[config.mk]
export PLATFORM = sky130hd
export DESIGN_NAME = guess_scorer
export DESIGN_NICKNAME = d
export VERILOG_FILES = /design/src/rtl/guess_scorer.sv
export SDC_FILE = /design/constraint.sdc
export NUM_CORES = 1
export LEC_CHECK = 0
export ABC_AREA = 1
export BUFFER_PORTS_ARGS = -buffer_cell sky130_fd_sc_hd__buf_2
export CORE_MARGIN = 3
export CORE_UTILIZATION = 50
export DETAILED_ROUTE_END_ITERATION = 12
export HOLD_SLACK_MARGIN = 0.08
export PLACE_DENSITY = 0.69
export SLEW_MARGIN = 20
export SYNTH_ARGS = -nofsm -noshare
export SYNTH_HDL_FRONTEND = slang
export SYNTH_SLANG_ARGS = --single-unit
[constraint.sdc]
create_clock -name clk -period 2.5 [get_ports clk]
set_input_delay 0 -clock clk [delete_from_list [all_inputs] [get_ports clk]]
set_output_delay 0 -clock clk [all_outputs]
set_load 0.02 [all_outputs]
[src/rtl/guess_scorer.sv]
// rtl/guess_scorer.sv - Numberle guess scorer: per-digit green/yellow feedback and game progress
module guess_scorer #(
    parameter int MAX_GUESSES = 6,
    parameter int ATTEMPT_W   = 3
) (
    input  logic                 clk,
    input  logic                 rst,
    input  logic                 new_game,
    input  logic [15:0]          secret_in,
    input  logic [15:0]          guess_in,
    input  logic                 guess_valid,
    output logic                 busy,
    output logic                 result_valid,
    output logic [3:0]           green,
    output logic [3:0]           yellow,
    output logic [ATTEMPT_W-1:0] attempts,
    output logic                 win,
    output logic                 lose
);

    localparam logic [2:0] S_IDLE   = 3'd0;
    localparam logic [2:0] S_READY  = 3'd1;
    localparam logic [2:0] S_GREEN  = 3'd2;
    localparam logic [2:0] S_YEL    = 3'd3;
    localparam logic [2:0] S_REPORT = 3'd4;
    localparam logic [2:0] S_WON    = 3'd5;
    localparam logic [2:0] S_LOST   = 3'd6;

    logic [2:0]           state;
    logic [15:0]          secret;
    logic [15:0]          guess;
    logic [3:0]           used;
    logic [3:0]           g;
    logic [3:0]           y;
    logic [1:0]           idx;
    logic [3:0]           g_cmp;
    logic [3:0]           guess_digit;
    logic                 found;
    logic [1:0]           match_j;
    logic [ATTEMPT_W-1:0] next_attempts;

    assign busy          = (state == S_GREEN) || (state == S_YEL) || (state == S_REPORT);
    assign next_attempts = attempts + 1'b1;
    assign guess_digit   = guess[{idx, 2'b00} +: 4];

    always_comb begin
        g_cmp = 4'b0000;
        for (int i = 0; i < 4; i++) begin
            g_cmp[i] = (guess[4*i +: 4] == secret[4*i +: 4]);
        end
    end

    // Descending scan so the last hit wins, i.e. the lowest unused secret position.
    always_comb begin
        found   = 1'b0;
        match_j = 2'd0;
        for (int j = 3; j >= 0; j--) begin
            if (!used[j] && (secret[4*j +: 4] == guess_digit)) begin
                found   = 1'b1;
                match_j = j[1:0];
            end
        end
    end

    always_ff @(posedge clk) begin
        if (rst) begin
            state        <= S_IDLE;
            secret       <= 16'h0000;
            guess        <= 16'h0000;
            used         <= 4'b0000;
            g            <= 4'b0000;
            y            <= 4'b0000;
            idx          <= 2'd0;
            result_valid <= 1'b0;
            green        <= 4'b0000;
            yellow       <= 4'b0000;
            attempts     <= '0;
            win          <= 1'b0;
            lose         <= 1'b0;
        end else begin
            result_valid <= 1'b0;
            if (new_game) begin
                secret   <= secret_in;
                attempts <= '0;
                green    <= 4'b0000;
                yellow   <= 4'b0000;
                win      <= 1'b0;
                lose     <= 1'b0;
                state    <= S_READY;
            end else begin
                case (state)
                    S_READY: begin
                        if (guess_valid) begin
                            guess <= guess_in;
                            state <= S_GREEN;
                        end
                    end
                    S_GREEN: begin
                        g     <= g_cmp;
                        used  <= g_cmp;
                        y     <= 4'b0000;
                        idx   <= 2'd0;
                        state <= S_YEL;
                    end
                    S_YEL: begin
                        if (!g[idx] && found) begin
                            y[idx]        <= 1'b1;
                            used[match_j] <= 1'b1;
                        end
                        idx <= idx + 2'd1;
                        if (idx == 2'd3) begin
                            state <= S_REPORT;
                        end
                    end
                    S_REPORT: begin
                        green        <= g;
                        yellow       <= y;
                        attempts     <= next_attempts;
                        result_valid <= 1'b1;
                        if (g == 4'b1111) begin
                            win   <= 1'b1;
                            state <= S_WON;
                        end else if (next_attempts == ATTEMPT_W'(MAX_GUESSES)) begin
                            lose  <= 1'b1;
                            state <= S_LOST;
                        end else begin
                            state <= S_READY;
                        end
                    end
                    default: ;
                endcase
            end
        end
    end

endmodule

==> reports/qor.yml, run 1 <==
wl_um: 7910
report.final.slew_viol_count: 0
cp_cell_sequence: "inv_2 -> nand2_1 -> nand3_2 -> nand2_2 -> nand2_1 -> nand2_1 -> nor2_2 -> nand2_1 -> nor2_2 -> nor2_2 -> nand3_1 -> nand2_1 -> nand2_2 -> nand2_2 -> inv_2 -> nand2_1 -> nand2_1"
slowest_stage: "dfxtp_1"
crit_type: "reg2reg"
antenna_found_initial: 0
finalSetupTns_ns: 0
syn-num-nets: 475
fp.dieH_um: 84.4
area_delta_synth_final_pct: 26.5
hold_viol_final: 0
nets: 561
worst-path-buf-inv: 2
clock_sinks: 63
cts_buffers: 9
r2r-end: "used[3]"
gp_congestion: 0.972
slew_headroom: 0.362
fmax_mhz: 482
design.die.area_um2: 7130
worstMarginPinSlew_ns: 0.955
vias: 3031
clkLatencyLatePin_ns: 0.33
synthMuxAreaShare: 0
cp-startpoint: "idx[0]"
grt_pass1_wl_um: 13300
cpMostUsedCell: "nand2_1"
cp_max_fo: 11
r2r_cells: 17
synthXorXnorAreaFrac: 0.0569
dp.final_hpwl_um: 5740
synth_top_cell_by_area: "dfxtp_1"
postSynthCellCount: 433
cp-start-kind: "flip-flop"
critPathMaxStageDelay_ns: 0.52
irDropWorstVdd_uv: 345
worst_slack_ns: 0.426
period_needed_ns: 2.07
routed_via_density: 5.09
grt-ovfl-total: 0
port_buffers: 50
hold_path_class: "in2reg"
num_rows: 27
yosys-top-cells-area: "dfxtp_1 41%, nor2_1 10%, nand2_1 8.4%, o21ai_0 8.0%, a21oi_1 5.0%"
r2r_start: "idx[0]"
grt_usage: 0.233
routedWlPerCell_um: 13.3
critical-path-top-delay-family: "simple AND/OR/NAND/NOR gates"
hp-start: "new_game"
cts_resized: 0
reg2reg_slack_ns: 0.43
leakagePower_nw: 1.80
whs_ns: 0.127
rsz0062_at_grt: "false"
fill_cells: 515
coreArea_um2: 5740
cts_buffer_depth: 2
drive_above_1_share: 0.170
first_pass_iters: 5
holdPathStages: 3
cap_violations: 0
start_util: 0.536
cts.root.buffer_cell: "clkbuf_8"
outcome: "complete, no violations"
yosys.area_share.simple: 0.291
ys_ff_latch: 63
critPathRequiredTime_ns: 2.73
first_iter_violations: 141
clk_pin_slew_ns: 0.07
min_period_over_period: 0.830
drc: 0
seq_area_frac_synth: 0.410
synth_adder_area_share: 0.0244
min_to: "state[0]"
syn_avg_cell_area_um2: 7.11
grt_pass1_vias: 2805
detail-route-antenna-nets: 0
die_x_um: 84.4
synth_area_um2: 3080
dp_slack_ns: 0.443
synth_top_area_share: 0.410
cellPowerDensity_nw_per_um2: 564
synth_compound_area_frac: 0.151
final_core_util: 0.678
arrival_ns: 2.31
synth_cell_type_count: 31
h-tree-depth: 3
io-pin-count: 51
synth_top_family_by_area: "simple AND/OR/NAND/NOR gates"
grt_max_degree: 38
cp-end-kind: "flip-flop"
ys_warn_count: 0
cts_tree: "done"
antennaDiodeCount: 0
setup_viol: 0
finClkSkew_ns: 0.00521
metrics by stage:
| stage | std cells | power, mW | area, um2 |
|---|---|---|---|
| after CTS | 596 | 2.20 | 3890 |
| after floorplan | 433 | 1.33 | 3080 |
| after global routing | 596 | 2.31 | 3890 |
| after detailed placement | 547 | 1.43 | 3400 |
| after global placement | 547 | 1.43 | 3400 |
| final | 596 | 2.20 | 3890 |
final cells by class:
type                    count  area (um2)  area share
clock buffers              12         135      0.0347
clock inverters             4        22.5     0.00579
inverters                  39         149      0.0383
multi-input cells         318        1620       0.415
flip-flops and latches     63        1260       0.324
well taps                  72        90.1      0.0232
repair buffers             88         618       0.159
worst max-delay path by stage:
stage,endpoint,slack [ns],depth (start not counted)
floorplan,used[3],0.77,14
global placement,used[3],0.51,17
detailed placement,used[1],0.44,17
CTS,used[1],0.44,17
global route,used[1],0.13,17
finish,used[3],0.43,17
power by group:
part           total [mW]  switching, mW  internal (mW)
Clock               0.738          0.382          0.355
Sequential           1.10         0.0478           1.05
Combinational       0.364          0.205          0.158
Total                2.20          0.635           1.56
worst reg2reg max path, stage by stage (launching register included):
cell     delay, ns
dfxtp_1       0.52
inv_2         0.18
nand2_1       0.11
nand3_2       0.13
nand2_2       0.13
nand2_1       0.05
nand2_1       0.09
nor2_2        0.05
nand2_1       0.07
nor2_2        0.04
nor2_2        0.11
nand3_1       0.08
nand2_1       0.08
nand2_2       0.10
nand2_2       0.09
inv_2         0.05
nand2_1       0.06
nand2_1       0.04
state kept, by name, indices dropped and copies added (netlist names):
register and count:
guess 16, secret 16, g 4, green 4, used 4, y 4
yellow 4, attempts 3, state 3, idx 2, lose 1, result_valid 1
win 1
placed cells by master (no fill, tap or decap), types with 5 or more instances in the layout:
cell type and instances:
nor2_1 84, nand2_1 69, dfxtp_1 63, buf_2 50
o21ai_0 49, inv_1 36, dlygate4sd3_1 33, a21oi_1 31
nand3_1 19, xor2_1 16, clkbuf_8 9, ha_1 6
nand2_2 5, nor2_2 5, nand3b_1 5, buf_4 5
what timing repair did:
action | CTS | global route
endpoints found under the hold margin | 37 | 0
hold buffers | 33 | 0
setup buffers | 0 | 0
synth_stat cells:
cell type / count
nand3_1: 19
nand2_2: 5
nor3_1: 4
nand2_4: 1
o21ai_1: 2
or2_1: 1
a31oi_1: 1
inv_4: 1
o21bai_1: 1
buf_6: 1
inv_1: 36
a221oi_1: 1
a21oi_1: 31
a21oi_2: 1
o211ai_1: 1
nand3_4: 1
nand3_2: 4
o21ai_0: 49
nor2_1: 84
nand2_1: 69
nor2_2: 5
nand3b_1: 5
dfxtp_1: 63
ha_1: 6
xnor2_1: 4
a211oi_1: 2
inv_2: 2
nor4_1: 4
clkbuf_1: 12
xor2_1: 16
nand4_1: 1
cells by family after synthesis:
| family | count (synthesis) |
|---|---|
| DFF | 63 |
| adders and majority gates | 6 |
| xor gates and xnor gates | 20 |
| AOI/OAI and AO/OA | 89 |
| and+or+nand+nor | 203 |
| buffers and inverters | 52 |
per-layer routing:
layer,routed length (um),share of wire,track usage
met1,4000,0.51,0.338
met2,3410,0.43,0.344
met3,452,0.057,0.0618
met4,41,0.0052,0.0576
met5,0,0,0
No activity file was read; power rests on OpenSTA's default activity.
==> inputs of run 2 (changes only) <==
--- a/config.mk
+++ b/config.mk
@@ -11,7 +11,7 @@
 export CORE_UTILIZATION = 50
 export DETAILED_ROUTE_END_ITERATION = 12
 export HOLD_SLACK_MARGIN = 0.08
-export PLACE_DENSITY = 0.69
+export PLACE_DENSITY = 0.72
 export SLEW_MARGIN = 20
 export SYNTH_ARGS = -nofsm -noshare
 export SYNTH_HDL_FRONTEND = slang
==> constraint.sdc (replaced) <==
create_clock -name clk -period 1.9 [get_ports clk]
set_input_delay 0 -clock clk [delete_from_list [all_inputs] [get_ports clk]]
set_output_delay 0 -clock clk [all_outputs]
set_load 0.02 [all_outputs]
==> run 2 against run 1 <==
Against the previous run: fmax increased by 14%; combinational power rose by 43%; final cell count up 1.8%; clock power grew 37%; die area unchanged; highest routed layer unchanged.
==> reports/qor.yml, run 2 (synthesized netlist as in run 1, its figures left out) <==
die_x_um: 84.4  # unchanged
worstMarginPinSlew_ns: 0.635  # was 0.955 ns
start_util: 0.536  # unchanged
clock_sinks: 63  # unchanged
total_power_mw: 2.98  # was 2.20 mW
h-tree-depth: 3  # unchanged
hold_path_class: "in2reg"  # unchanged
antenna_found_initial: 0  # unchanged
setup_viol: 0  # unchanged
cts_buffers: 9  # unchanged
holdPathStages: 4  # was 3
cts_buffer_depth: 2  # unchanged
arrival_ns: 2.06  # was 2.31 ns
critPathRequiredTime_ns: 2.14  # was 2.73 ns
port_buffers: 50  # unchanged
gp_congestion: 0.936  # was 0.972
min_period_over_period: 0.957  # was 0.830
coreArea_um2: 5740  # unchanged
first_pass_iters: 5  # unchanged
detail-route-antenna-nets: 0  # unchanged
whs_ns: 0.106  # was 0.127 ns
period_needed_ns: 1.82  # was 2.07 ns
most-common-layout-cells: "82 x nor2_1, 61 x dfxtp_1, 53 x nand2_1"  # was 84 x nor2_1, 69 x nand2_1, 63 x dfxtp_1
r2r-end: "used[1]"  # was used[3]
leakagePower_nw: 1.94  # was 1.80 nW
dp.final_hpwl_um: 5870  # was 5740 um
slew_headroom: 0.573  # was 0.362
vias: 3171  # was 3031
rsz0062_at_grt: "true"  # was false
routedWlPerCell_um: 13.8  # was 13.3 um
routed_via_density: 5.22  # was 5.09
irDropWorstVdd_uv: 629  # was 345 uV
cp_max_fo: 5  # was 11
io-pin-count: 51  # unchanged
drive_above_1_share: 0.243  # was 0.170
report.final.slew_viol_count: 0  # unchanged
grt_pass1_wl_um: 13400  # was 13300 um
area_delta_synth_final_pct: 35.2  # was 26.5%
final_common_cell: "nor2_1"  # unchanged
outcome: "complete, no violations"  # unchanged
grt_pass1_vias: 2884  # was 2805
fp.dieH_um: 84.4  # unchanged
grt_max_degree: 24  # was 38
drc: 0  # unchanged
final_core_util: 0.724  # was 0.678
r2r_start: "idx[0]"  # unchanged
cp-end-kind: "flip-flop"  # unchanged
cellPowerDensity_nw_per_um2: 716  # was 564 nW/um2
reg_top3: "guess: 16 flops, secret: 16 flops"  # unchanged
fmax_mhz: 550  # was 482 MHz
wl_um: 8400  # was 7910 um
hold_viol_final: 0  # unchanged
cts.root.buffer_cell: "clkbuf_8"  # unchanged
crit_type: "reg2reg"  # unchanged
clkLatencyLatePin_ns: 0.34  # was 0.33 ns
first_iter_violations: 199  # was 141
cap_violations: 0  # unchanged
hp-start: "guess_valid"  # was new_game
antennaDiodeCount: 0  # unchanged
grt_usage: 0.235  # was 0.233
design.die.area_um2: 7130  # unchanged
clk_pin_slew_ns: 0.07  # about the same
cts_tree: "done"  # unchanged
min_to: "state[2]"  # was state[0]
nets: 573  # was 561
cp-start-kind: "flip-flop"  # unchanged
num_rows: 27  # unchanged
reg2reg_slack_ns: 0.08  # was 0.43 ns
finClkSkew_ns: 0.00646  # was 0.00521 ns
r2r_cells: 14  # was 17
grt-ovfl-total: 0  # unchanged
## run 2: how the worst max path moves through the flow
stage	start	end	slack, ns	cells after the start
after floorplan	idx[1]	used[3]	0.17	14
after global placement	idx[1]	used[3]	0.05	15
after detailed placement	idx[0]	used[3]	0.0002	15
after CTS	idx[1]	y[1]	0.02	14
after global routing	idx[0]	used[3]	-0.03	17
final	idx[0]	used[1]	0.08	14
## run 2: layer usage
metal  vias up  global-route usage  share of wire
met2        98               0.367           0.45
met4         0              0.0791          0.018
met3        18              0.0481          0.053
li1       1603                   -              -
met5         -                   0              0
met1      1452               0.326           0.47
## run 2: worst max-delay path: stages (launching register included)
cell,delay [ns]
dfxtp_4,0.41
buf_6,0.14
nand2_2,0.05
nand3_2,0.11
nand2_4,0.09
buf_12,0.13
xor2_1,0.14
nand3_1,0.14
nand2_1,0.08
nor2_2,0.15
nor2_1,0.08
nand2_1,0.06
nand2_1,0.05
nand2_1,0.06
nand2_1,0.04
## run 2: repair_timing
action | 4_1_cts | 5_1_grt
hold endpoints to repair | 37 | 0
setup endpoints to repair | 1 | 8
hold buffers | 33 | 0
pin swaps | 0 | 20
gates resized for setup | 1 | 45
buffers inserted | 0 | 5
## run 2: where the power goes
group          internal (mW)  switching [mW]  total (mW)
logic                  0.231           0.291       0.522
registers               1.38          0.0648        1.44
clock network          0.495           0.519        1.01
## run 2: area by class of cell
| cell class | instances | area (um2) |
|---|---|---|
| clock buffers | 11 | 141 |
| clock inverters | 4 | 22.5 |
| fillers | 482 | 1580 |
| inverters | 39 | 156 |
| multi-input cells | 318 | 1750 |
| flip-flops and latches | 63 | 1270 |
| well taps | 72 | 90.1 |
| repair buffers | 100 | 732 |
## run 2: metrics by stage
stage	setup slack (ns)	instances	TNS [ns]	instance area, um2
6_report	0.0815	607	0	4160
5_1_grt	-0.0260	607	-0.0450	4160
4_1_cts	0.0192	602	0	3950
3_3_place_gp	0.0492	554	0	3460
3_5_place_dp	0.000245	554	0	3460
2_1_floorplan	0.173	433	0	3080
